## src/rtl/ahbl_pkg.sv

```systemverilog
// AHB-Lite encodings shared by managers and subordinates.
// Size legality helper lives here so every block agrees on it.
package ahbl_pkg;

  localparam logic [1:0] HTRANS_IDLE   = 2'b00;
  localparam logic [1:0] HTRANS_BUSY   = 2'b01;
  localparam logic [1:0] HTRANS_NONSEQ = 2'b10;
  localparam logic [1:0] HTRANS_SEQ    = 2'b11;

  localparam logic [2:0] HSIZE_BYTE = 3'b000;
  localparam logic [2:0] HSIZE_HALF = 3'b001;
  localparam logic [2:0] HSIZE_WORD = 3'b010;

  localparam logic [2:0] HBURST_SINGLE = 3'b000;

  localparam logic HRESP_OKAY  = 1'b0;
  localparam logic HRESP_ERROR = 1'b1;

  function automatic logic size_legal(input logic [2:0] s);
    return s inside {HSIZE_BYTE, HSIZE_HALF, HSIZE_WORD};
  endfunction

endpackage

```

## src/rtl/ahbl_master_port_if.sv

```systemverilog
// Request/response stream plus AHB-Lite manager-side bus.
// master = the port, slave = requester/subordinate side.
interface ahbl_master_port_if #(
  parameter int ADDR_W = 32
);

  logic              req_valid;
  logic              req_ready;
  logic              req_write;
  logic [ADDR_W-1:0] req_addr;
  logic [2:0]        req_size;
  logic [31:0]       req_wdata;

  logic              rsp_valid;
  logic [31:0]       rsp_rdata;
  logic              rsp_err;

  logic [ADDR_W-1:0] HADDR;
  logic [1:0]        HTRANS;
  logic              HWRITE;
  logic [2:0]        HSIZE;
  logic [2:0]        HBURST;
  logic [3:0]        HPROT;
  logic              HMASTLOCK;
  logic [31:0]       HWDATA;
  logic [31:0]       HRDATA;
  logic              HREADY;
  logic              HRESP;

  modport master (
    input  req_valid, req_write, req_addr,
    input  req_size, req_wdata,
    output req_ready,
    output rsp_valid, rsp_rdata, rsp_err,
    output HADDR, HTRANS, HWRITE, HSIZE,
    output HBURST, HPROT, HMASTLOCK, HWDATA,
    input  HRDATA, HREADY, HRESP
  );

  modport slave (
    output req_valid, req_write, req_addr,
    output req_size, req_wdata,
    input  req_ready,
    input  rsp_valid, rsp_rdata, rsp_err,
    input  HADDR, HTRANS, HWRITE, HSIZE,
    input  HBURST, HPROT, HMASTLOCK, HWDATA,
    output HRDATA, HREADY, HRESP
  );

endinterface

```

## src/rtl/ahbl_master_port.sv

```systemverilog
// Single-transfer AHB-Lite manager: valid/ready requests in,
// pipelined NONSEQ transfers out, in-order registered responses.
module ahbl_master_port
  import ahbl_pkg::*;
#(
  parameter logic [3:0] HPROT_VAL = 4'b0011,
  parameter int         ADDR_W    = 32
) (
  input  logic HCLK,
  input  logic HRESETn,
  ahbl_master_port_if.master bus
);

  logic              a_valid;
  logic [ADDR_W-1:0] a_addr;
  logic              a_write;
  logic [2:0]        a_size;
  logic [31:0]       a_wdata;

  logic              d_valid;
  logic              d_write;
  logic [31:0]       d_wdata;

  logic              rsp_valid;
  logic              rsp_err;
  logic [31:0]       rsp_rdata;

  logic              accept;
  logic              done;

  // A free address slot may be refilled even while HREADY is low.
  assign bus.req_ready = !a_valid | bus.HREADY;
  assign accept = bus.req_valid & bus.req_ready;
  assign done   = bus.HREADY & d_valid;

  always_ff @(posedge HCLK) begin
    if (!HRESETn) begin
      a_valid <= 1'b0;
      a_addr  <= '0;
      a_write <= 1'b0;
      a_size  <= '0;
      a_wdata <= '0;
    end else if (accept) begin
      a_valid <= 1'b1;
      a_addr  <= bus.req_addr;
      a_write <= bus.req_write;
      a_size  <= bus.req_size;
      a_wdata <= bus.req_wdata;
    end else if (bus.HREADY) begin
      a_valid <= 1'b0;
    end
  end

  always_ff @(posedge HCLK) begin
    if (!HRESETn) begin
      d_valid <= 1'b0;
      d_write <= 1'b0;
      d_wdata <= '0;
    end else if (bus.HREADY) begin
      d_valid <= a_valid;
      d_write <= a_write;
      d_wdata <= a_wdata;
    end
  end

  always_ff @(posedge HCLK) begin
    if (!HRESETn) begin
      rsp_valid <= 1'b0;
      rsp_err   <= 1'b0;
      rsp_rdata <= '0;
    end else begin
      rsp_valid <= done;
      if (done) begin
        rsp_err   <= (bus.HRESP == HRESP_ERROR);
        rsp_rdata <= d_write ? '0 : bus.HRDATA;
      end
    end
  end

  assign bus.HADDR     = a_addr;
  assign bus.HWRITE    = a_write;
  assign bus.HSIZE     = a_size;
  assign bus.HTRANS    = a_valid ? HTRANS_NONSEQ
                                 : HTRANS_IDLE;
  assign bus.HWDATA    = d_wdata;
  assign bus.HBURST    = HBURST_SINGLE;
  assign bus.HPROT     = HPROT_VAL;
  assign bus.HMASTLOCK = 1'b0;

  assign bus.rsp_valid = rsp_valid;
  assign bus.rsp_err   = rsp_err;
  assign bus.rsp_rdata = rsp_rdata;

  a_stable: assert property (
    @(posedge HCLK) disable iff (!HRESETn)
    (a_valid && !bus.HREADY) |=>
      (a_valid && $stable(a_addr) &&
       $stable(a_write) && $stable(a_size)));

  wdata_stable: assert property (
    @(posedge HCLK) disable iff (!HRESETn)
    (d_valid && !bus.HREADY) |=> $stable(d_wdata));

  trans_legal: assert property (
    @(posedge HCLK) disable iff (!HRESETn)
    (bus.HTRANS != HTRANS_BUSY) &&
    (bus.HTRANS != HTRANS_SEQ));

  req_size_ok: assert property (
    @(posedge HCLK) disable iff (!HRESETn)
    accept |-> size_legal(bus.req_size));

endmodule

```

## src/flat_wrapper.sv

```systemverilog
// flat-port wrapper written by rule: the top's interface ports become plain ports
module ahbl_master_port_flat import ahbl_pkg::*;
#(
  parameter logic [3:0] HPROT_VAL = 4'b0011,
  parameter int         ADDR_W    = 32
)
  (HCLK, HRESETn, bus_req_valid, bus_req_write, bus_req_addr, bus_req_size, bus_req_wdata, bus_req_ready, bus_rsp_valid, bus_rsp_rdata, bus_rsp_err, bus_HADDR, bus_HTRANS, bus_HWRITE, bus_HSIZE, bus_HBURST, bus_HPROT, bus_HMASTLOCK, bus_HWDATA, bus_HRDATA, bus_HREADY, bus_HRESP);
  ahbl_master_port_if #(.ADDR_W(ADDR_W)) bus_i ();
  input  logic HCLK;
  input  logic HRESETn;
  input wire logic [$bits(bus_i.req_valid)-1:0] bus_req_valid;
  input wire logic [$bits(bus_i.req_write)-1:0] bus_req_write;
  input wire logic [$bits(bus_i.req_addr)-1:0] bus_req_addr;
  input wire logic [$bits(bus_i.req_size)-1:0] bus_req_size;
  input wire logic [$bits(bus_i.req_wdata)-1:0] bus_req_wdata;
  output wire logic [$bits(bus_i.req_ready)-1:0] bus_req_ready;
  output wire logic [$bits(bus_i.rsp_valid)-1:0] bus_rsp_valid;
  output wire logic [$bits(bus_i.rsp_rdata)-1:0] bus_rsp_rdata;
  output wire logic [$bits(bus_i.rsp_err)-1:0] bus_rsp_err;
  output wire logic [$bits(bus_i.HADDR)-1:0] bus_HADDR;
  output wire logic [$bits(bus_i.HTRANS)-1:0] bus_HTRANS;
  output wire logic [$bits(bus_i.HWRITE)-1:0] bus_HWRITE;
  output wire logic [$bits(bus_i.HSIZE)-1:0] bus_HSIZE;
  output wire logic [$bits(bus_i.HBURST)-1:0] bus_HBURST;
  output wire logic [$bits(bus_i.HPROT)-1:0] bus_HPROT;
  output wire logic [$bits(bus_i.HMASTLOCK)-1:0] bus_HMASTLOCK;
  output wire logic [$bits(bus_i.HWDATA)-1:0] bus_HWDATA;
  input wire logic [$bits(bus_i.HRDATA)-1:0] bus_HRDATA;
  input wire logic [$bits(bus_i.HREADY)-1:0] bus_HREADY;
  input wire logic [$bits(bus_i.HRESP)-1:0] bus_HRESP;
  assign bus_i.req_valid = bus_req_valid;
  assign bus_i.req_write = bus_req_write;
  assign bus_i.req_addr = bus_req_addr;
  assign bus_i.req_size = bus_req_size;
  assign bus_i.req_wdata = bus_req_wdata;
  assign bus_req_ready = bus_i.req_ready;
  assign bus_rsp_valid = bus_i.rsp_valid;
  assign bus_rsp_rdata = bus_i.rsp_rdata;
  assign bus_rsp_err = bus_i.rsp_err;
  assign bus_HADDR = bus_i.HADDR;
  assign bus_HTRANS = bus_i.HTRANS;
  assign bus_HWRITE = bus_i.HWRITE;
  assign bus_HSIZE = bus_i.HSIZE;
  assign bus_HBURST = bus_i.HBURST;
  assign bus_HPROT = bus_i.HPROT;
  assign bus_HMASTLOCK = bus_i.HMASTLOCK;
  assign bus_HWDATA = bus_i.HWDATA;
  assign bus_i.HRDATA = bus_HRDATA;
  assign bus_i.HREADY = bus_HREADY;
  assign bus_i.HRESP = bus_HRESP;
  ahbl_master_port #(.HPROT_VAL(HPROT_VAL), .ADDR_W(ADDR_W)) u_core (.HCLK(HCLK), .HRESETn(HRESETn), .bus(bus_i));
endmodule
```

## config.mk

```make
export PLATFORM = sky130hd
export DESIGN_NAME = ahbl_master_port_flat
export DESIGN_NICKNAME = d
export VERILOG_FILES = /design/src/rtl/ahbl_pkg.sv /design/src/rtl/ahbl_master_port_if.sv /design/src/rtl/ahbl_master_port.sv /design/src/flat_wrapper.sv
export SDC_FILE = /design/constraint.sdc
export NUM_CORES = 1
export LEC_CHECK = 0
export ABC_CLOCK_PERIOD_IN_PS = 2700
export BUFFER_PORTS_ARGS = -buffer_cell sky130_fd_sc_hd__buf_2
export CAP_MARGIN = 20
export CORE_MARGIN = 3
export CORE_UTILIZATION = 52
export DETAILED_ROUTE_END_ITERATION = 10
export PLACE_DENSITY = 0.84
export SYNTH_ARGS = -nofsm -noshare
export SYNTH_HDL_FRONTEND = slang
export SYNTH_SLANG_ARGS = --single-unit
export TNS_END_PERCENT = 30
```

## constraint.sdc

```tcl
create_clock -name HCLK -period 2.7 [get_ports HCLK]
set_input_delay 0 -clock HCLK [delete_from_list [all_inputs] [get_ports HCLK]]
set_output_delay 0 -clock HCLK [all_outputs]
set_load 0.02 [all_outputs]
```

* Word level (Yosys, flattened, before mapping)
Index checks and enable logic that the tools add are counted.
Operators by class: bitwise operators 3, reductions and logical operators 2, multiplexer cells 4
Operators by type and width (number):
- 32-bit 2-to-1 mux | 1
- 1-bit AND | 2
- 1-bit 2-to-1 mux | 2
- 2-bit 2-to-1 mux | 1
- 2-bit nonzero test | 1
- 1-bit logical NOT | 1
- 1-bit bitwise OR | 1
Word-level totals: flip-flop bits (word level) 137

* Logic depth before layout (Yosys ltp)
Gate-level depths: netlist of run 1.
depth in word-level cells 4, gate-level depth with buffers 7, gate-level depth less buffers 3

* Least setup slack after synthesis of run 1
OpenSTA, ideal clock, no wires.
path type reg2reg, start point register u_core.a_valid, end point register u_core.a_wdata[10], library setup time 0.120 ns, buffers on the path 3, cell stages (with the launch flop) 7, clock period less this slack 1.259 ns, slack 1.441 ns, arrival 1.139 ns, cell sequence dfxtp_1 > nand2b_4 > and2_1 > buf_2 > buf_6 > buf_6 > mux2i_1
On the way: cells in the longest elaborated chain, start to end 3
RTL lines:
- start, declared | RTL line ahbl_master_port.sv:14 | logic a_valid;
- start signal, assigned | RTL line ahbl_master_port.sv:38 | a_valid <= 1'b0;
- start signal, assigned | RTL line ahbl_master_port.sv:44 | a_valid <= 1'b1;
- start signal, assigned | RTL line ahbl_master_port.sv:50 | a_valid <= 1'b0;
- 1-bit logical NOT | RTL line ahbl_master_port.sv:32 | assign bus.req_ready = !a_valid | bus.HREADY;
- 1-bit bitwise OR | RTL line ahbl_master_port.sv:32
- net bus_req_ready | RTL line flat_wrapper.sv:16 | output wire logic [$bits(bus_i.req_ready)-1:0] bus_req_ready;
- 1-bit AND | RTL line ahbl_master_port.sv:33 | assign accept = bus.req_valid & bus.req_ready;
- end signal, assigned | RTL line ahbl_master_port.sv:48 | a_wdata <= bus.req_wdata;
- end, declared | RTL line ahbl_master_port.sv:18 | logic [31:0] a_wdata;
The timed path passes the listed nets, and every way through them passes these cells. A chain may end at the register's enable or synchronous reset.

* Worst setup path in the final report of run 1
start point register u_core.a_valid, end point register u_core.a_wdata[25]
On the way: cells in the longest elaborated chain, start to end 3
RTL lines (RTL line):
- 1-bit logical NOT | ahbl_master_port.sv:32
- 1-bit bitwise OR | ahbl_master_port.sv:32
- 1-bit AND | ahbl_master_port.sv:33
Every way passes these cells.

==> flow_summary.json, run 1 <==
{
  "status": "finished, final reports clean",
  "cts_tree": "yes",
  "cts_htree_levels": 4,
  "slowest_delay_ns": 0.56,
  "rrSetupSlack_ns": 0.56,
  "clockBufferDepth": 2,
  "p_int_w": 0.00407,
  "final.fill_count": 490,
  "swShare_pct": 23.9,
  "period_minus_slack_ns": 2.14,
  "worstReg2RegStart": "u_core.a_valid",
  "dp_cells": 869,
  "dr.pass1.iters": 5,
  "grt_antenna_before_repair": 0,
  "cts.clk_slew.worst_paths_ns": 0.06,
  "final_cell_mix": "buf_2 (207), nand2_1 (170), dlygate4sd3_1 (143)",
  "synth.cell_area_um2": 5500,
  "numCtsBuffers": 17,
  "slew_headroom_pct": 34.9,
  "dieArea_um2": 11800,
  "maxCapViolCount": 0,
  "coreArea_um2": 10000,
  "setup_ws_ns": 0.562,
  "yosysSeqAreaShare_pct": 49.9,
  "wl_per_cell_um": 16.9,
  "fin_nets": 1004,
  "setup_viol": 0,
  "avgSynthCellArea_um2": 9.56,
  "critPathCaptureType": "register",
  "cp_top_family": "buffers and inverters",
  "yosysTopAreaCellShare_pct": 49.9,
  "whs_path_depth": 4,
  "fin_util_pct": 85.6,
  "grt_pass1_vias": 5569,
  "drv_slew": 0,
  "via_count": 5359,
  "syn2layout_area_growth_pct": 56.3,
  "p_leak_nw": 4.08,
  "synthCells": 575,
  "critPathArrivalTime_ns": 2.59,
  "num_io_pins": 218,
  "r2r_end": "u_core.a_wdata[25]",
  "grt_max_degree": 103,
  "synth.area.top_cells": "dfxtp_1 (50%), mux2i_1 (19%), nand2_1 (12%)",
  "dp_hpwl_um": 9030,
  "peakVddDrop_mv": 0.417,
  "post-route-period-util_pct": 79.2,
  "worst-setup-path-type": "register to register",
  "drt_iter0_drc": 357,
  "fin_skew_ns": 0.00774,
  "root_buffer": "clkbuf_8",
  "drive_gt1_share_pct": 27.1,
  "finalWeightedCongestion": 0.772,
  "grt-ovfl-total": 0,
  "routed_wirelength_um": 17700,
  "crit_fanout": 38,
  "yosysTopAreaCell": "dfxtp_1",
  "worst_setup_path_start_kind": "register",
  "grt_pass1_wl_um": 26800,
  "hold_class": "input port to register",
  "powerDensity_nw_per_um2": 622,
  "min-delay-start": "bus_req_wdata[5]",
  "viasPerCell": 5.12,
  "total_power_w": 0.00534,
  "rsz0062_at_grt": "no",
  "start_util_pct": 54.7,
  "pwr-share-clk_pct": 46.1,
  "synth-seq-cells": 137,
  "synth_cell_types": 17,
  "port_buffers": 208,
  "final_common_cell": "buf_2",
  "drc": 0,
  "p_sw_w": 0.00128,
  "cpMaxStageDelayCell": "dlygate4sd3_1",
  "holdPathEnd": "u_core.a_wdata[5]",
  "reg2regPathDepth": 5,
  "clock-sinks": 137,
  "die_w_um": 109,
  "yosysWarnings": 0,
  "clk_latency_ns": 0.51,
  "grt_usage_pct": 29.1,
  "dieHeight_um": 109,
  "setup_tns_ns": 0,
  "required_ns": 3.15,
  "timing.fmax_mhz": 468,
  "hold_violations": 0,
  "share_comb_of_total_power_pct": 13.1,
  "p_seq_share_pct": 40.8,
  "cts_resized": 0,
  "path_cells": "nand2b_4, and2_4, buf_12, mux2i_1, dlygate4sd3_1",
  "stdcell_count": 1046,
  "ant_nets": 0,
  "rows": 36,
  "tightest_slew_ns": 0.976,
  "crit_buf_inv": 2,
  "dp_slack_ns": 1.05
}
-- final cells by class --
| class | count | area, um2 | area share (%) |
|---|---|---|---|
| sequential | 137 | 2740 | 31.9 |
| timing repair buffer | 357 | 2560 | 29.8 |
| multi-input combinational | 385 | 2470 | 28.8 |
| clock buffer | 22 | 473 | 5.50 |
| tap | 133 | 166 | 1.94 |
| clock inverter | 10 | 165 | 1.92 |
| inverter | 1 | 3.75 | 0.0437 |
| antenna | 1 | 2.50 | 0.0291 |
-- tightest hold or removal path, delay by kind of cell --
kind	cells	cell delay, ns
multiplexers	1	0.06
AND/OR/NAND/NOR	1	0.05
buffers and inverters	2	0.64
-- sequential cells by signal (all words and copies together), names as in the netlist --
name                  flops
u_core.a_wdata           32
u_core.d_valid            1
u_core.bus.HADDR         32
u_core.a_valid            1
u_core.bus.HWRITE         1
u_core.bus.rsp_err        1
u_core.bus.HSIZE          3
u_core.bus.rsp_valid      1
u_core.bus.rsp_rdata     32
u_core.d_write            1
u_core.bus.HWDATA        32
-- cells in the mapped netlist --
library cell  number
clkbuf_1          31
buf_1              2
buf_4             10
nand4b_1          32
mux2i_1          102
nor2b_1           34
conb_1             2
and2_1             1
inv_1              1
a21boi_0          34
and3_1             1
nand2_1          170
buf_6              4
nand3_1            1
nand2b_4           1
buf_2             12
dfxtp_1          137
-- how the worst max path moves through the flow --
stage,endpoint,from,slack [ns],cells after the start
floorplan,u_core.a_wdata[10],u_core.a_valid,1.44,6
global placement,u_core.bus.HADDR[7],u_core.a_valid,1.16,4
detailed placement,u_core.a_wdata[27],u_core.a_valid,1.05,4
CTS,u_core.a_wdata[25],u_core.a_valid,0.55,5
global route,u_core.a_wdata[25],u_core.a_valid,0.42,5
finish,u_core.a_wdata[25],u_core.a_valid,0.56,5
-- what timing repair did --
item,4_1_cts,5_1_grt
hold buffers,143,0
hold endpoints to repair,112,0
buffers inserted,0,0
endpoints found under the setup margin,0,0
-- power groups by stage --
stage                     registers, W  logic, W  clock network, W
after floorplan                0.00228  0.000281                 0
after global placement         0.00221  0.000510                 0
after detailed placement       0.00221  0.000524                 0
after CTS                      0.00217  0.000673           0.00247
after global routing           0.00219  0.000752           0.00257
final                          0.00218  0.000702           0.00246
-- stage by stage --
step | hold slack [ns] | area, um2
CTS | 0.255 | 8560
global route | 0.283 | 8590
floorplan | 0.139 | 5520
finish | 0.280 | 8590
global placement | 0.246 | 6490
detailed placement | 0.256 | 6490
-- kinds of logic (layout without fill, tap and decap cells) --
family | Yosys count | after routing | synth area share (%)
multiplexers | 102 | 102 | 18.6
buffers and inverters | 60 | 390 | 5.60
flip-flops | 137 | 137 | 49.9
AO/OA/AOI/OAI | 34 | 34 | 4.64
other | 2 | 10 | 0.137
AND/OR/NAND/NOR | 240 | 240 | 21.1
-- metal layers --
metal,track usage [%],vias to the layer above,part of all wire (%)
li1,-,2534,-
met3,9.06,66,7.8
met5,0,-,0
met2,53.8,262,53
met1,29.1,2497,35
met4,15.3,0,3.9
Power figures use the tool's default switching activity.
==> run 2: changes to the inputs <==
ABC_CLOCK_PERIOD_IN_PS = 2100   (was 2700)
CORE_UTILIZATION = 48   (was 52)
PLACE_DENSITY = 0.78   (was 0.84)
clock period = 2.1 ns   (was 2.7 ns; I/O delays follow)
==> run 2 against run 1 <==
Effect of this change:
- clock skew up 0.0030 ns
- cell count fell by 3.0%
- sequential share of layout area is 1.6 points higher
- critical endpoint is now u_core.bus.HADDR[9]
- cell area is 4.7% lower
- hold slack lost 0.17 ns
- power grew 23%
- combinational power grew 21%
- clock power increased by 18%
- die area is 7.9% higher
- register-to-register slack improved by 0.22 ns
- global-route usage shrank 6.0 points
- largest power group unchanged
==> flow_summary.json, run 2 (synthesis results as in run 1) <==
{
  "status": "finished, final reports clean",
  "start_util_pct": 49.8,
  "whs_path_depth": 3,
  "hold_class": "input port to register",
  "grt_pass1_wl_um": 24000,
  "root_buffer": "clkbuf_16",
  "period_minus_slack_ns": 1.32,
  "dieHeight_um": 113,
  "routed_wirelength_um": 15100,
  "dieArea_um2": 12800,
  "slowest_delay_ns": 0.35,
  "drv_slew": 0,
  "final_common_cell": "buf_2",
  "post_cts_buffers": 0,
  "dp_hpwl_um": 8890,
  "numCtsBuffers": 17,
  "worstReg2RegStart": "u_core.a_valid",
  "fin_nets": 966,
  "syn2layout_area_growth_pct": 48.9,
  "grt_max_degree": 66,
  "viasPerCell": 4.95,
  "ant_nets": 0,
  "dp_cells": 880,
  "coreArea_um2": 11000,
  "wl_per_cell_um": 14.8,
  "tightest_slew_ns": 0.822,
  "via_count": 5027,
  "post-route-period-util_pct": 62.7,
  "drt_iter0_drc": 358,
  "port_buffers": 208,
  "drc": 0,
  "p_leak_nw": 3.83,
  "rows": 38,
  "stdcell_count": 1015,
  "wl_met3_um": 1140,
  "slew_headroom_pct": 45.2,
  "crit_start": "u_core.a_valid",
  "worst_setup_path_start_kind": "register",
  "worst-setup-path-type": "register to register",
  "cts_hold_buf": 102,
  "grt-ovfl-total": 0,
  "num_io_pins": 218,
  "wl_met2_um": 7500,
  "timing.fmax_mhz": 759,
  "grt_usage_pct": 23.1,
  "hold_violations": 0,
  "dr.pass1.iters": 4,
  "multi_input_area_um2": 2470,
  "min-delay-start": "bus_HREADY",
  "rsz0062_at_grt": "no",
  "required_ns": 2.43,
  "powerDensity_nw_per_um2": 800,
  "cts.clk_slew.worst_paths_ns": 0.06,
  "reg2regPathDepth": 4,
  "maxCapViolCount": 0,
  "wl_met1_um": 6130,
  "grt_antenna_before_repair": 1,
  "cpMaxStageDelayCell": "dfxtp_1",
  "die_w_um": 113,
  "final_cell_mix": "buf_2 (206), nand2_1 (170), dfxtp_1 (137)",
  "highest_layer": "met4",
  "clk_latency_ns": 0.41,
  "critPathCaptureType": "register",
  "register_area_um2": 2740,
  "finalWeightedCongestion": 0.784,
  "critPathArrivalTime_ns": 1.64,
  "clock-sinks": 137,
  "cts_tree": "yes",
  "setup_tns_ns": 0,
  "crit_fanout": 16,
  "fin_skew_ns": 0.0107,
  "drive_gt1_share_pct": 28.6,
  "peakVddDrop_mv": 0.477,
  "cts_htree_levels": 4,
  "path_cells": "nand2b_4, and2_4, buf_4, mux2i_1",
  "clockBufferDepth": 2,
  "final.fill_count": 743,
  "cts_resized": 0,
  "grt_pass1_vias": 5016,
  "setup_viol": 0
}
[run 2: routing by layer]
metal | global-route usage, % | vias up
met4 | 7.85 | 0
met5 | 0 | -
met2 | 39.5 | 214
met1 | 27.7 | 2321
li1 | - | 2461
met3 | 6.95 | 31
[run 2: stage by stage]
step	worst slack, ns	hold slack, ns	cell area (um2)	power [W]	util (%)
floorplan	0.841	0.139	5520	0.00329	-
global placement	0.684	0.245	6570	0.00351	59.6
detailed placement	0.615	0.254	6570	0.00353	59.6
CTS	0.770	0.0902	8180	0.00658	74.2
global route	0.681	0.120	8190	0.00680	74.2
finish	0.782	0.107	8190	0.00655	74.2
[run 2: layout make-up]
| class | instances | share of cell area, % |
|---|---|---|
| tap | 140 | 2.14 |
| clock buffer | 19 | 5.41 |
| clock inverter | 13 | 1.80 |
| multi-input combinational | 385 | 30.2 |
| inverter | 1 | 0.0459 |
| timing repair buffer | 319 | 26.8 |
| antenna | 1 | 0.0306 |
| sequential | 137 | 33.5 |
[run 2: final timing paths]
path / slack, ns / endpoint
min reg2reg: 0.46 / u_core.bus.HSIZE[2]
min: 0.11 / u_core.bus.rsp_err
max: 0.78 / u_core.bus.HADDR[9]
max reg2reg: 0.78 / u_core.bus.HADDR[9]
[run 2: critical path, delay by kind of cell, from the launching register on]
family                 cells  cell delay, ns
buffers and inverters      1            0.32
flip-flops                 1            0.35
multiplexers               1            0.24
AND/OR/NAND/NOR            2            0.33
[run 2: report_power, final]
| part | total (W) | switching (W) | internal (W) | leakage [nW] |
|---|---|---|---|---|
| clock | 0.00290 | 0.00111 | 0.00179 | 0.276 |
| sequential | 0.00279 | 0.0000698 | 0.00272 | 1.12 |
| combinational | 0.000850 | 0.000431 | 0.000419 | 2.44 |
==> run 3: changes to the inputs <==
ABC_CLOCK_PERIOD_IN_PS = 1100   (was 2100)
CORE_UTILIZATION = 44   (was 48)
PLACE_DENSITY = 0.75   (was 0.78)
clock period = 1.1 ns   (was 2.1 ns; I/O delays follow)
==> run 3 against run 2 <==
Effect of this change:
- the run now ends with setup timing left
- cell count rose by 3.6%
- highest routed layer unchanged
- via count rose by 2.2%
- hold slack got worse by 0.072 ns
- cell area rose by 4.1%
- clock skew fell by 0.0028 ns
- largest cell class unchanged
- critical path type unchanged
- global-route usage fell by 1.0 points
- die area rose by 8.6%
- flip-flop and latch count did not move
- sequential power rose by 91%
- setup slack got worse by 0.85 ns
- maximum frequency rose by 13%
- critical path depth did not move
==> flow_summary.json, run 3 (synthesis results as in run 1) <==
{
  "grt-ovfl-total": 0,
  "post-route-period-util_pct": 106,
  "total_power_w": 0.0134,
  "drc": 0,
  "grt_antenna_before_repair": 0,
  "port_buffers": 208,
  "final_cell_mix": "buf_2 (207), nand2_1 (170), dfxtp_1 (135)",
  "violations": "setup timing",
  "slowest_delay_ns": 0.34,
  "setup_viol": 38,
  "busiest_layer": "met2",
  "dr.pass1.iters": 6,
  "timing.fmax_mhz": 857,
  "p_leak_nw": 3.99,
  "maxCapViolCount": 0,
  "routed_wirelength_um": 16000,
  "grt_pass1_vias": 5175,
  "grt_util_met1_pct": 24.3,
  "crit_fanout": 9,
  "peakVddDrop_mv": 1.09,
  "num_io_pins": 218,
  "grt_max_degree": 115,
  "powerDensity_nw_per_um2": 1570,
  "drt_iter0_drc": 268,
  "dieHeight_um": 118,
  "coreArea_um2": 12100,
  "setup_ws_ns": -0.0669,
  "grt_usage_pct": 22.0,
  "finalWeightedCongestion": 0.797,
  "cts.clk_slew.worst_paths_ns": 0.05,
  "grt_pass1_wl_um": 25100,
  "cts_tree": "yes",
  "register_area_um2": 2750,
  "met2_usage_pct": 37.9,
  "stdcell_count": 1052,
  "start_util_pct": 45.4,
  "dp_cells": 911,
  "critPathArrivalTime_ns": 1.49,
  "critPathCaptureType": "register",
  "worst_setup_path_start_kind": "register",
  "numCtsBuffers": 17,
  "clock-sinks": 137,
  "period_minus_slack_ns": 1.17,
  "cpMaxStageDelayCell": "dfxtp_2",
  "multi_input_area_um2": 2500,
  "required_ns": 1.42,
  "final.fill_count": 872,
  "rows": 40,
  "final_common_cell": "buf_2",
  "dp_hpwl_um": 9120,
  "die_w_um": 118,
  "cts_htree_levels": 4,
  "met3_usage_pct": 7.26,
  "status": "finished, violations left",
  "dp_slack_ns": -0.179,
  "drv_slew": 0,
  "hold_violations": 0,
  "viasPerCell": 4.88,
  "fin_nets": 976,
  "hold_class": "input port to register",
  "dieArea_um2": 13900,
  "fin_skew_ns": 0.00794,
  "wl_per_cell_um": 15.3,
  "antenna_cells": 0,
  "worst-setup-path-type": "register to register",
  "ant_nets": 0,
  "syn2layout_area_growth_pct": 55.1,
  "via_count": 5136,
  "path_cells": "nand2b_4, and2_4, buf_12, mux2i_1",
  "clk_latency_ns": 0.41,
  "rsz0062_at_grt": "yes",
  "clockBufferDepth": 2,
  "root_buffer": "clkbuf_16",
  "drive_gt1_share_pct": 29.5
}
[run 3: final timing paths]
path                            startpoint                        to  slack, ns  cells after the start
setup / recovery            u_core.a_valid      u_core.bus.HADDR[24]      -0.07                      4
hold / removal                  bus_HREADY            u_core.a_valid       0.03                      3
setup reg to reg            u_core.a_valid      u_core.bus.HADDR[24]      -0.07                      4
hold reg to reg   u_core.bus.rsp_rdata[18]  u_core.bus.rsp_rdata[18]       0.46                      2
[run 3: critical path: cells and delay by family (launching register included)]
family                 cells  cell delay (ns)
and+or+nand+nor            2             0.35
buffers and inverters      1             0.17
DFF                        1             0.34
muxes                      1             0.22
[run 3: where the power goes]
part | internal (W) | switching (W) | total, W
combinational | 0.000887 | 0.000864 | 0.00175
clock | 0.00432 | 0.00200 | 0.00633
sequential | 0.00520 | 0.000138 | 0.00534
total | 0.0104 | 0.00300 | 0.0134
[run 3: area by class of cell]
| type | count | area share, % |
|---|---|---|
| flip-flops and latches | 137 | 32.2 |
| multi-input cells | 386 | 29.3 |
| repair buffers | 328 | 28.2 |
| clock buffers | 25 | 5.93 |
| well taps | 168 | 2.47 |
| clock inverters | 7 | 1.88 |
| inverters | 1 | 0.0440 |
[run 3: metal layers]
metal	share of wire [%]	vias to the layer above
met5	0	-
met4	3.5	0
met3	7.2	45
met2	50	239
met1	39	2378
li1	-	2474
[run 3: through the flow]
stage                     instance area (um2)  hold slack, ns  utilization, %  TNS (ns)
after floorplan                          5540           0.131               -     -6.56
after CTS                                8370        -0.00897            69.1    -0.404
after detailed placement                 6680           0.254            55.1     -4.89
final                                    8520          0.0343            70.4    -0.836
after global routing                     8520          0.0467            70.4     -4.42
after global placement                   6680           0.247            55.1     -2.91
[run 3: repair_timing]
| action | CTS | global route |
|---|---|---|
| setup buffers | 0 | 0 |
| gates cloned | 0 | 7 |
| hold buffers | 102 | 0 |
| gates resized for setup | 1 | 4 |
| hold endpoints to repair | 102 | 0 |
| endpoints found under the setup margin | 62 | 69 |
